### src/rtl/operand_fetch_pkg.sv
// operand_fetch_pkg: shared widths, instruction field positions and operand bundle type
package operand_fetch_pkg;
  localparam int DATA_WIDTH = 8;
  localparam int ADDR_WIDTH = 2;
  localparam int NUM_REGS = 1 << ADDR_WIDTH;
  localparam int OP_MSB = 7;
  localparam int RS_MSB = 5;
  localparam int RT_MSB = 3;
  localparam int RD_MSB = 1;
  typedef struct packed {
    logic [DATA_WIDTH-1:0] Read_Data1;
    logic [DATA_WIDTH-1:0] Read_Data2;
    logic [ADDR_WIDTH-1:0] Out_Dest;
  } bundle_t;
endpackage

### src/rtl/operand_fetch_regfile_2r1w.sv
// regfile_2r1w: two-read one-write register file with write-through bypass
// OPERAND_FETCH_ZERO_REG_EN makes register 0 a hard-wired zero.
module regfile_2r1w #(
  parameter int DATA_WIDTH = operand_fetch_pkg::DATA_WIDTH,
  parameter int ADDR_WIDTH = operand_fetch_pkg::ADDR_WIDTH,
  parameter int NUM_REGS = operand_fetch_pkg::NUM_REGS
) (
  input  logic                  Clk,
  input  logic                  Clear,
  input  logic                  we,
  input  logic [ADDR_WIDTH-1:0] wa,
  input  logic [DATA_WIDTH-1:0] wd,
  input  logic [ADDR_WIDTH-1:0] ra1,
  input  logic [ADDR_WIDTH-1:0] ra2,
  output logic [DATA_WIDTH-1:0] rd1,
  output logic [DATA_WIDTH-1:0] rd2
);
`ifdef OPERAND_FETCH_ZERO_REG_EN
  localparam bit ZR = 1'b1;
`else
  localparam bit ZR = 1'b0;
`endif
  logic [DATA_WIDTH-1:0] regs [NUM_REGS];
  logic wr_en;
  assign wr_en = we && !(ZR && wa == '0);
  always_ff @(posedge Clk or negedge Clear)
    if (!Clear) for (int i = 0; i < NUM_REGS; i++) regs[i] <= '0;
    else if (wr_en) regs[wa] <= wd;
  assign rd1 = (ZR && ra1 == '0) ? '0 : (wr_en && wa == ra1) ? wd : regs[ra1];
  assign rd2 = (ZR && ra2 == '0) ? '0 : (wr_en && wa == ra2) ? wd : regs[ra2];
endmodule

### src/rtl/operand_fetch.sv
// operand_fetch: decodes sources, reads the register file, tracks busy registers and issues operands
// OPERAND_FETCH_ZERO_REG_EN makes register 0 read as zero and never busy.
module operand_fetch #(
  parameter int DATA_WIDTH = operand_fetch_pkg::DATA_WIDTH,
  parameter int ADDR_WIDTH = operand_fetch_pkg::ADDR_WIDTH,
  parameter int NUM_REGS = operand_fetch_pkg::NUM_REGS
) (
  input  logic                  Clk,
  input  logic                  Clear,
  input  logic                  Instr_Valid,
  input  logic [7:0]            Instruction,
  input  logic                  RegDst,
  input  logic                  Issue_RegWrite,
  output logic                  Instr_Ready,
  output logic                  Out_Valid,
  input  logic                  Out_Ready,
  output logic [DATA_WIDTH-1:0] Read_Data1,
  output logic [DATA_WIDTH-1:0] Read_Data2,
  output logic [ADDR_WIDTH-1:0] Out_Dest,
  input  logic                  RegWrite,
  input  logic [ADDR_WIDTH-1:0] Write_Register,
  input  logic [DATA_WIDTH-1:0] Write_Data
);
  import operand_fetch_pkg::*;
`ifdef OPERAND_FETCH_ZERO_REG_EN
  localparam bit ZR = 1'b1;
`else
  localparam bit ZR = 1'b0;
`endif
  logic [ADDR_WIDTH-1:0] rs, rt, rd, dest;
  logic [DATA_WIDTH-1:0] rd1, rd2;
  logic [NUM_REGS-1:0] busy, busy_nx;
  logic hz, accept, unused_op;
  bundle_t out_q;
  assign rs = Instruction[RS_MSB -: ADDR_WIDTH];
  assign rt = Instruction[RT_MSB -: ADDR_WIDTH];
  assign rd = Instruction[RD_MSB -: ADDR_WIDTH];
  assign unused_op = ^Instruction[OP_MSB -: 2];
  assign dest = RegDst ? rd : rt;
  // a write-back landing this cycle resolves the hazard through the bypass
  assign hz = (busy[rs] && !(RegWrite && Write_Register == rs)) ||
              (busy[rt] && !(RegWrite && Write_Register == rt));
  assign Instr_Ready = Clear && (!Out_Valid || Out_Ready) && !hz;
  assign accept = Instr_Valid && Instr_Ready;
  regfile_2r1w #(.DATA_WIDTH(DATA_WIDTH), .ADDR_WIDTH(ADDR_WIDTH), .NUM_REGS(NUM_REGS)) u_rf (
    .Clk(Clk), .Clear(Clear), .we(RegWrite), .wa(Write_Register), .wd(Write_Data),
    .ra1(rs), .ra2(rt), .rd1(rd1), .rd2(rd2)
  );
  // the newly issued producer wins over a same-edge write-back clear
  always_comb begin
    busy_nx = busy;
    if (RegWrite) busy_nx[Write_Register] = 1'b0;
    if (accept && Issue_RegWrite && !(ZR && dest == '0)) busy_nx[dest] = 1'b1;
  end
  always_ff @(posedge Clk or negedge Clear)
    if (!Clear) begin
      busy <= '0;
      Out_Valid <= 1'b0;
      out_q <= '0;
    end else begin
      busy <= busy_nx;
      Out_Valid <= accept || (Out_Valid && !Out_Ready);
      if (accept) out_q <= '{Read_Data1: rd1, Read_Data2: rd2, Out_Dest: dest};
    end
  assign Read_Data1 = out_q.Read_Data1;
  assign Read_Data2 = out_q.Read_Data2;
  assign Out_Dest = out_q.Out_Dest;
endmodule
### config.mk
export PLATFORM = sky130hd
export DESIGN_NAME = operand_fetch
export DESIGN_NICKNAME = d
export VERILOG_FILES = /design/src/rtl/operand_fetch_pkg.sv /design/src/rtl/operand_fetch_regfile_2r1w.sv /design/src/rtl/operand_fetch.sv
export SDC_FILE = /design/constraint.sdc
export NUM_CORES = 1
export LEC_CHECK = 0
export CAP_MARGIN = 5
export CORE_ASPECT_RATIO = 1.5
export CORE_UTILIZATION = 45
export CTS_CLUSTER_DIAMETER = 150
export DETAILED_ROUTE_END_ITERATION = 10
export PLACE_DENSITY = 0.68
export REMOVE_ABC_BUFFERS = 1
export SLEW_MARGIN = 20
export SYNTH_ARGS = -nofsm -noshare
export SYNTH_HDL_FRONTEND = slang
export SYNTH_HIERARCHICAL = 1
export SYNTH_SLANG_ARGS = --single-unit
### constraint.sdc
create_clock -name Clk -period 1.9 [get_ports Clk]
set_input_delay 0.475 -clock Clk [delete_from_list [all_inputs] [get_ports Clk]]
set_output_delay 0.475 -clock Clk [all_outputs]
set_load 0.1 [all_outputs]
==> results by group, run 1 <==
CTS
  • Hold Buf Count CTS: 0
  • H-tree levels: 2
  • Sink Count: 55
  • Bufs on Longest Clock Path: 2
  • CTS Root Cell: clkbuf_8
  • Later-pin clock latency in the skew report: 0.32 ns
  • CTS tree: done
  • CTS clk-pin slew, worst paths: 0.10 ns
  • CTS buffer count: 5

Detailed routing
  • Final WL: 6730 um
  • # DRC: 0
  • Via count: 1879
  • Starting DRT DRC Count: 57
  • Via density: 5.56
  • First drt pass iteration count: 4
  • DR WL/cell: 19.9 um
  • Number of nets with antenna violations after routing: 0

Job
  • Number of max-cap violations: 0

Synth
  • Register area share after synthesis: 44.9%
  • Top FF cell, synth: dfrtp_1
  • Syn Inst Count: 190
  • Post-synth top area cell: dfrtp_1
  • Cell variety after synth: 27
  • Largest family of logic cells by synthesized area: multiplexers
  • Synth top area cells: dfrtp_1 45%, mux4_2 13%, mux2_4 13%, mux2_2 12%, mux2_1 2.9%
  • Yosys top cell area share: 44.9%
  • Post-synth top cells: 55 x dfrtp_1, 34 x mux2_2, 26 x mux2_4, 18 x mux4_2, 8 x mux2_1
  • Async set-reset flop share out of synthesis: 100%
  • Syn Area/Cell: 16.1 um^2
  • Post-synth EDFFs: 0
  • Register bit total from synthesis: 55
  • Count leader, synth: dfrtp_1
  • Post-synthesis mux area share: 42.0%
  • Xor/xnor share of the synthesized area: 2.77%
  • Post-synthesis cell area: 3070 um^2
  • Adder-Cell Fraction of Synth Area: 0%
  • Total of warnings raised by yosys: 6
  • Synth Area in Simple Gates: 5.26%
  • Post-synthesis compound-gate area fraction: 1.88%

Pwr
  • Power per cell area: 1460 nW/um^2
  • Leakage: 1.86 nW
  • Worst vdd ir: 1.24 mV

STA
  • RSZ-0062 raised after global routing: yes
  • Slew @ Worst Pin: 0.699 ns
  • PnR worst setup slack: -0.295 ns
  • Fmax: 456 MHz
  • Worst Skew: 0.0167 ns
  • Max-slew violations: 0
  • Min Tclk post-route: 2.20 ns
  • Slew HR: 53.4%
  • Final Hold Viols: 0
  • Period utilisation layout: 116%
  • Number of setup violations in the final report: 15

Layout
  • N_diodes: 0
  • Nets: 286
  • Fill count: 478
  • Area grow syn2layout: 35.7%
  • Share of layout cells above drive strength 1: 61.5%
  • Footprint of the multi-input gates: 1660 um^2
  • Reg area: 1380 um^2
  • Post-route cell area: 4160 um^2
  • Finished Layout Cells: 338
  • Final Util: 63.8%

GRT
  • Met2 Use GR: 37.9%
  • Met3 usage: 3.23%
  • First-pass GRT wire length: 11000 um
  • Gr ovfl total: 0
  • GR Util All Layers: 20.7%
  • Largest net degree at the start of global routing: 56
  • GRT busiest layer: met2
  • Vias in the first global route: 2068
  • Initial antenna violation count: 0
  • Met1 Use GR: 24.9%

Setup path
  • CP arrival: 1.72 ns
  • Worst r2r path cells: 6
  • Required time at the worst-slack endpoint: 1.42 ns
  • CP Class: in -> out
  • CP Launch Type: input pin
  • Crit Path Max Fanout: 3
  • CP Capture Type: output port

Placed design
  • DPL Wire Length: 4580 um
  • Placed Cells: 325
  • DP Area: 3910 um^2
  • # port buffers: 42
  • Routability Congestion: 0.785

Hold path
  • Worst hold path class: in -> async

Floorplan
  • Core ar.: 6530 um^2
  • Row cnt: 36
  • Ports: 45
  • DIE AREA: 7160 um^2
  • Die W: 69.4 um
  • Die height: 103 um
  • Initial Utilization: 47.0%

Run status
  • Status: complete, but fails checks
  • Failing checks: setup timing
## per-stage QoR
stage | worst slack, ns | setup TNS, ns | hold WS (ns) | power [mW]
2_1_floorplan | -0.506 | -2.28 | 0.179 | 3.87
3_3_place_gp | -0.685 | -16.63 | 0.500 | 5.13
3_5_place_dp | -0.707 | -16.94 | 0.512 | 5.17
4_1_cts | -0.300 | -1.23 | 0.354 | 6.12
5_1_grt | -0.345 | -1.23 | 0.378 | 6.29
6_report | -0.295 | -0.398 | 0.311 | 6.07
## sequential cells by signal (all words and copies together) (netlist names)
signal	flops
Read_Data2	8
Out_Valid	1
busy	4
Read_Data1	8
Out_Dest	2
u_rf/regs	32
## power breakdown
| group | switching (mW) | internal, mW | total, mW | leakage [nW] |
|---|---|---|---|---|
| Combinational | 1.93 | 1.53 | 3.46 | 1.15 |
| Clock | 0.406 | 0.398 | 0.804 | 0.0548 |
| Sequential | 0.309 | 1.51 | 1.82 | 0.660 |
## worst max-delay path: stages
cell and delay [ns]:
clkdlybuf4s15_2 0.22, mux4_2 0.54, o31ai_4 0.08, and3_4 0.23
buf_12 0.17
## kinds of logic (layout without fill, tap and decap cells)
kind of cell,count (synthesis),after routing
AOI/OAI and AO/OA,8,8
xor gates and xnor gates,8,8
buffers and inverters,11,83
DFF,55,55
muxes,88,88
and+or+nand+nor,20,20
## placed cells by master (no fill, tap or decap)
master	count
and2_1	1
and3_4	1
buf_12	22
buf_2	1
buf_4	27
buf_6	1
bufinv_16	1
clkbuf_16	2
clkbuf_8	5
clkdlybuf4s15_2	2
clkdlybuf4s50_1	15
clkinvlp_4	1
dfrtp_1	55
dlygate4sd2_1	4
inv_2	1
inv_6	1
mux2_2	34
mux2_4	34
mux2i_1	2
mux4_2	18
nand2_1	4
nand2b_1	1
nand3_1	6
nand3_4	2
nand3b_1	3
nand4_4	1
nor3b_4	1
o21ai_0	1
o21ai_1	3
o21ai_2	1
o31ai_1	1
o31ai_4	2
xnor2_1	1
xnor2_2	3
xor2_1	4
## routing by layer
| metal | wire length [um] | vias to the layer above |
|---|---|---|
| li1 | - | 856 |
| met1 | 2790 | 965 |
| met2 | 3590 | 49 |
| met3 | 214 | 9 |
| met4 | 140 | 0 |
| met5 | 0 | - |
## worst paths after layout
check / start / to / slack, ns
setup / recovery: Instruction[2] / Instr_Ready / -0.30
hold / removal: Clear / Out_Dest[1] / 0.31
setup reg to reg: busy[3] / Read_Data1[5] / -0.02
hold reg to reg: busy[1] / busy[1] / 0.53
max in group asynchronous: Clear / Read_Data2[5] / 1.12
min in group Clk: busy[1] / busy[1] / 0.53
## final cells by class
cell class | instances | share of cell area, %
Inverter | 1 | 0.0901
Timing Repair Buffer | 74 | 22.0
Tap cell | 76 | 2.28
Clock inverter | 3 | 1.11
Clock buffer | 5 | 1.65
Multi-Input combinational cell | 124 | 39.8
Sequential cell | 55 | 33.1
## what timing repair did
item	4_1_cts	5_1_grt
setup endpoints to repair	24	23
pin swaps	5	1
gates cloned	2	0
buffers inserted	6	2
resized for setup	27	2
Note: power is estimated with default switching activity, not from simulation.
==> run 2, diff against run 1 <==
==> constraint.sdc (replaced) <==
create_clock -name Clk -period 1.9 [get_ports Clk]
set_input_delay 0.19 -clock Clk [delete_from_list [all_inputs] [get_ports Clk]]
set_output_delay 0.19 -clock Clk [all_outputs]
set_load 0.1 [all_outputs]
==> results by group, run 2 (synthesis results as in run 1) <==
Setup path
  • CP Capture Point: Read_Data2[5]
  • Crit Path Max Fanout: 21 (+18)
  • CP Class: reg -> reg
  • CP Launch Type: register
  • Register-to-register setup slack: -0.02 ns (about the same)
  • CP Capture Type: register
  • Reg-to-reg critical path startpoint: busy[2]
  • Required time at the worst-slack endpoint: 2.10 ns (+0.68 ns)
  • FF-to-FF End: Read_Data2[5]
  • Worst r2r path cells: 6 (unchanged)
  • Critical Path Start: busy[2]
  • CP arrival: 2.11 ns (+0.39 ns)

Detailed routing
  • Via density: 5.61 (+0.84%)
  • Via count: 1878 (-0.053%)
  • First drt pass iteration count: 4 (unchanged)
  • Final WL: 6310 um (-6.2%)
  • DR WL/cell: 18.8 um (-5.4%)
  • Number of nets with antenna violations after routing: 0 (unchanged)
  • # DRC: 0 (unchanged)
  • Starting DRT DRC Count: 112 (+96%)

Floorplan
  • DIE AREA: 7160 um^2 (unchanged)
  • Ports: 45 (unchanged)
  • Die W: 69.4 um (unchanged)
  • Core ar.: 6530 um^2 (unchanged)
  • Die height: 103 um (unchanged)
  • Row cnt: 36 (unchanged)
  • Initial Utilization: 47.0% (unchanged)

Placed design
  • # port buffers: 42 (unchanged)
  • Placed Cells: 323 (-0.62%)
  • DPL Wire Length: 4390 um (-4.0%)
  • Routability Congestion: 0.788 (+0.36%)

STA
  • Fmax: 522 MHz (+15%)
  • Worst Skew: 0.0140 ns (-0.00268 ns)
  • Hold Slack: 0.0416 ns (-0.269 ns)
  • PnR worst setup slack: -0.0165 ns (+0.279 ns)
  • Period utilisation layout: 101% (-15 points)
  • Max-slew violations: 0 (unchanged)
  • Number of setup violations in the final report: 7 (-8)
  • RSZ-0062 raised after global routing: yes
  • Slew @ Worst Pin: 0.703 ns (+0.00454 ns)
  • Final Hold Viols: 0 (unchanged)
  • Min Tclk post-route: 1.92 ns (-0.279 ns)
  • Slew HR: 53.1% (-0.30 points)

CTS
  • Later-pin clock latency in the skew report: 0.32 ns (about the same)
  • H-tree levels: 2 (unchanged)
  • Bufs on Longest Clock Path: 2 (unchanged)
  • CTS Root Cell: clkbuf_8
  • Hold Buf Count CTS: 0 (unchanged)
  • Sink Count: 55 (unchanged)
  • CTS clk-pin slew, worst paths: 0.10 ns (about the same)
  • CTS tree: done
  • CTS buffer count: 5 (unchanged)

Layout
  • N_diodes: 0 (unchanged)
  • Most frequent cells in the layout: 55 x dfrtp_1, 45 x buf_4, 34 x mux2_2
  • Share of layout cells above drive strength 1: 58.3% (-3.1 points)
  • Max FFs per register: 32 (unchanged)
  • Area grow syn2layout: 24.9%
  • Nets: 283 (-1.0%)
  • Final Util: 58.7% (-5.1 points)
  • Commonest non-fill, non-tap cell in the layout: dfrtp_1
  • Finished Layout Cells: 335 (-0.89%)
  • Biggest register: u_rf/regs

Pwr
  • Power per cell area: 1370 nW/um^2 (-6.1%)
  • Worst vdd ir: 0.958 mV (-23%)
  • Overall Power: 5.25 mW (-14%)
  • Leakage: 1.71 nW (-7.9%)

Run status
  • Failing checks: setup timing
  • Status: complete, but fails checks

GRT
  • Initial antenna violation count: 0 (unchanged)
  • First-pass GRT wire length: 10500 um (-5.1%)
  • Gr ovfl total: 0 (unchanged)
  • Largest net degree at the start of global routing: 56 (unchanged)
  • Vias in the first global route: 1972 (-4.6%)
  • GR Util All Layers: 19.6% (-1.1 points)

Hold path
  • Worst hold path class: in -> async

Job
  • Number of max-cap violations: 0 (unchanged)
[run 2: cell count changes in the layout (fill, tap and decap cells not counted), moves of 2 or more]
cell,change
mux2_4,-3
clkbuf_16,-2
mux2_1,+3
clkdlybuf4s15_2,-2
buf_12,-18
dlygate4sd2_1,-2
buf_4,+18
clkdlybuf4s50_1,+4
[run 2: per-layer routing]
metal / vias up / GRT usage (%) / part of all wire, %
met5: - / 0 / 0
met4: 0 / 6.44 / 1.3
met3: 6 / 2.93 / 3.7
met2: 39 / 35.8 / 54
met1: 976 / 23.8 / 41
li1: 857 / - / -
[run 2: worst max-delay path: stages, from the launching register on]
cell	delay, ns
dfrtp_1	0.41
mux4_2	0.51
o31ai_4	0.09
buf_4	0.16
nand4_4	0.11
buf_12	0.20
mux2_1	0.31
[run 2: power breakdown]
part | leakage [nW] | switching [mW] | internal (mW)
Sequential | 0.660 | 0.209 | 1.51
Combinational | 1.01 | 1.89 | 0.990
Clock | 0.0402 | 0.395 | 0.258
Total | 1.71 | 2.50 | 2.75
[run 2: through the flow]
stage,setup slack [ns],setup TNS [ns],instance area (um^2)
finish,-0.0165,-0.0498,3830
global route,-0.0773,-0.905,3830
CTS,-0.0297,-0.0320,3820
detailed placement,-0.335,-6.68,3670
global placement,-0.341,-7.04,3670
floorplan,-0.221,-1.99,2970
[run 2: final cells by class]
cell class | count | area [um^2]
clock buffer | 5 | 68.8
clock inverter | 3 | 20.0
fill | 545 | 2700
inverter | 1 | 3.75
multi-input combinational | 124 | 1640
sequential | 55 | 1380
tap | 76 | 95.1
timing repair buffer | 71 | 631
[run 2: timing repair]
action	in CTS	in global routing
gates resized for setup	9	2
pin swaps	1	1
setup buffers	3	1
setup endpoints to repair	2	21
[run 2: how the worst min path moves through the flow]
| stage | from | to | slack (ns) | cells after the start |
|---|---|---|---|---|
| after floorplan | Clear | Out_Dest[0] | -0.11 | 0 |
| after global placement | Clear | busy[1] | 0.44 | 2 |
| after detailed placement | Clear | Out_Dest[0] | 0.43 | 2 |
| after CTS | Clear | Read_Data1[7] | 0.08 | 2 |
| after global routing | Clear | busy[1] | 0.10 | 2 |
| final | Clear | Out_Dest[1] | 0.04 | 2 |
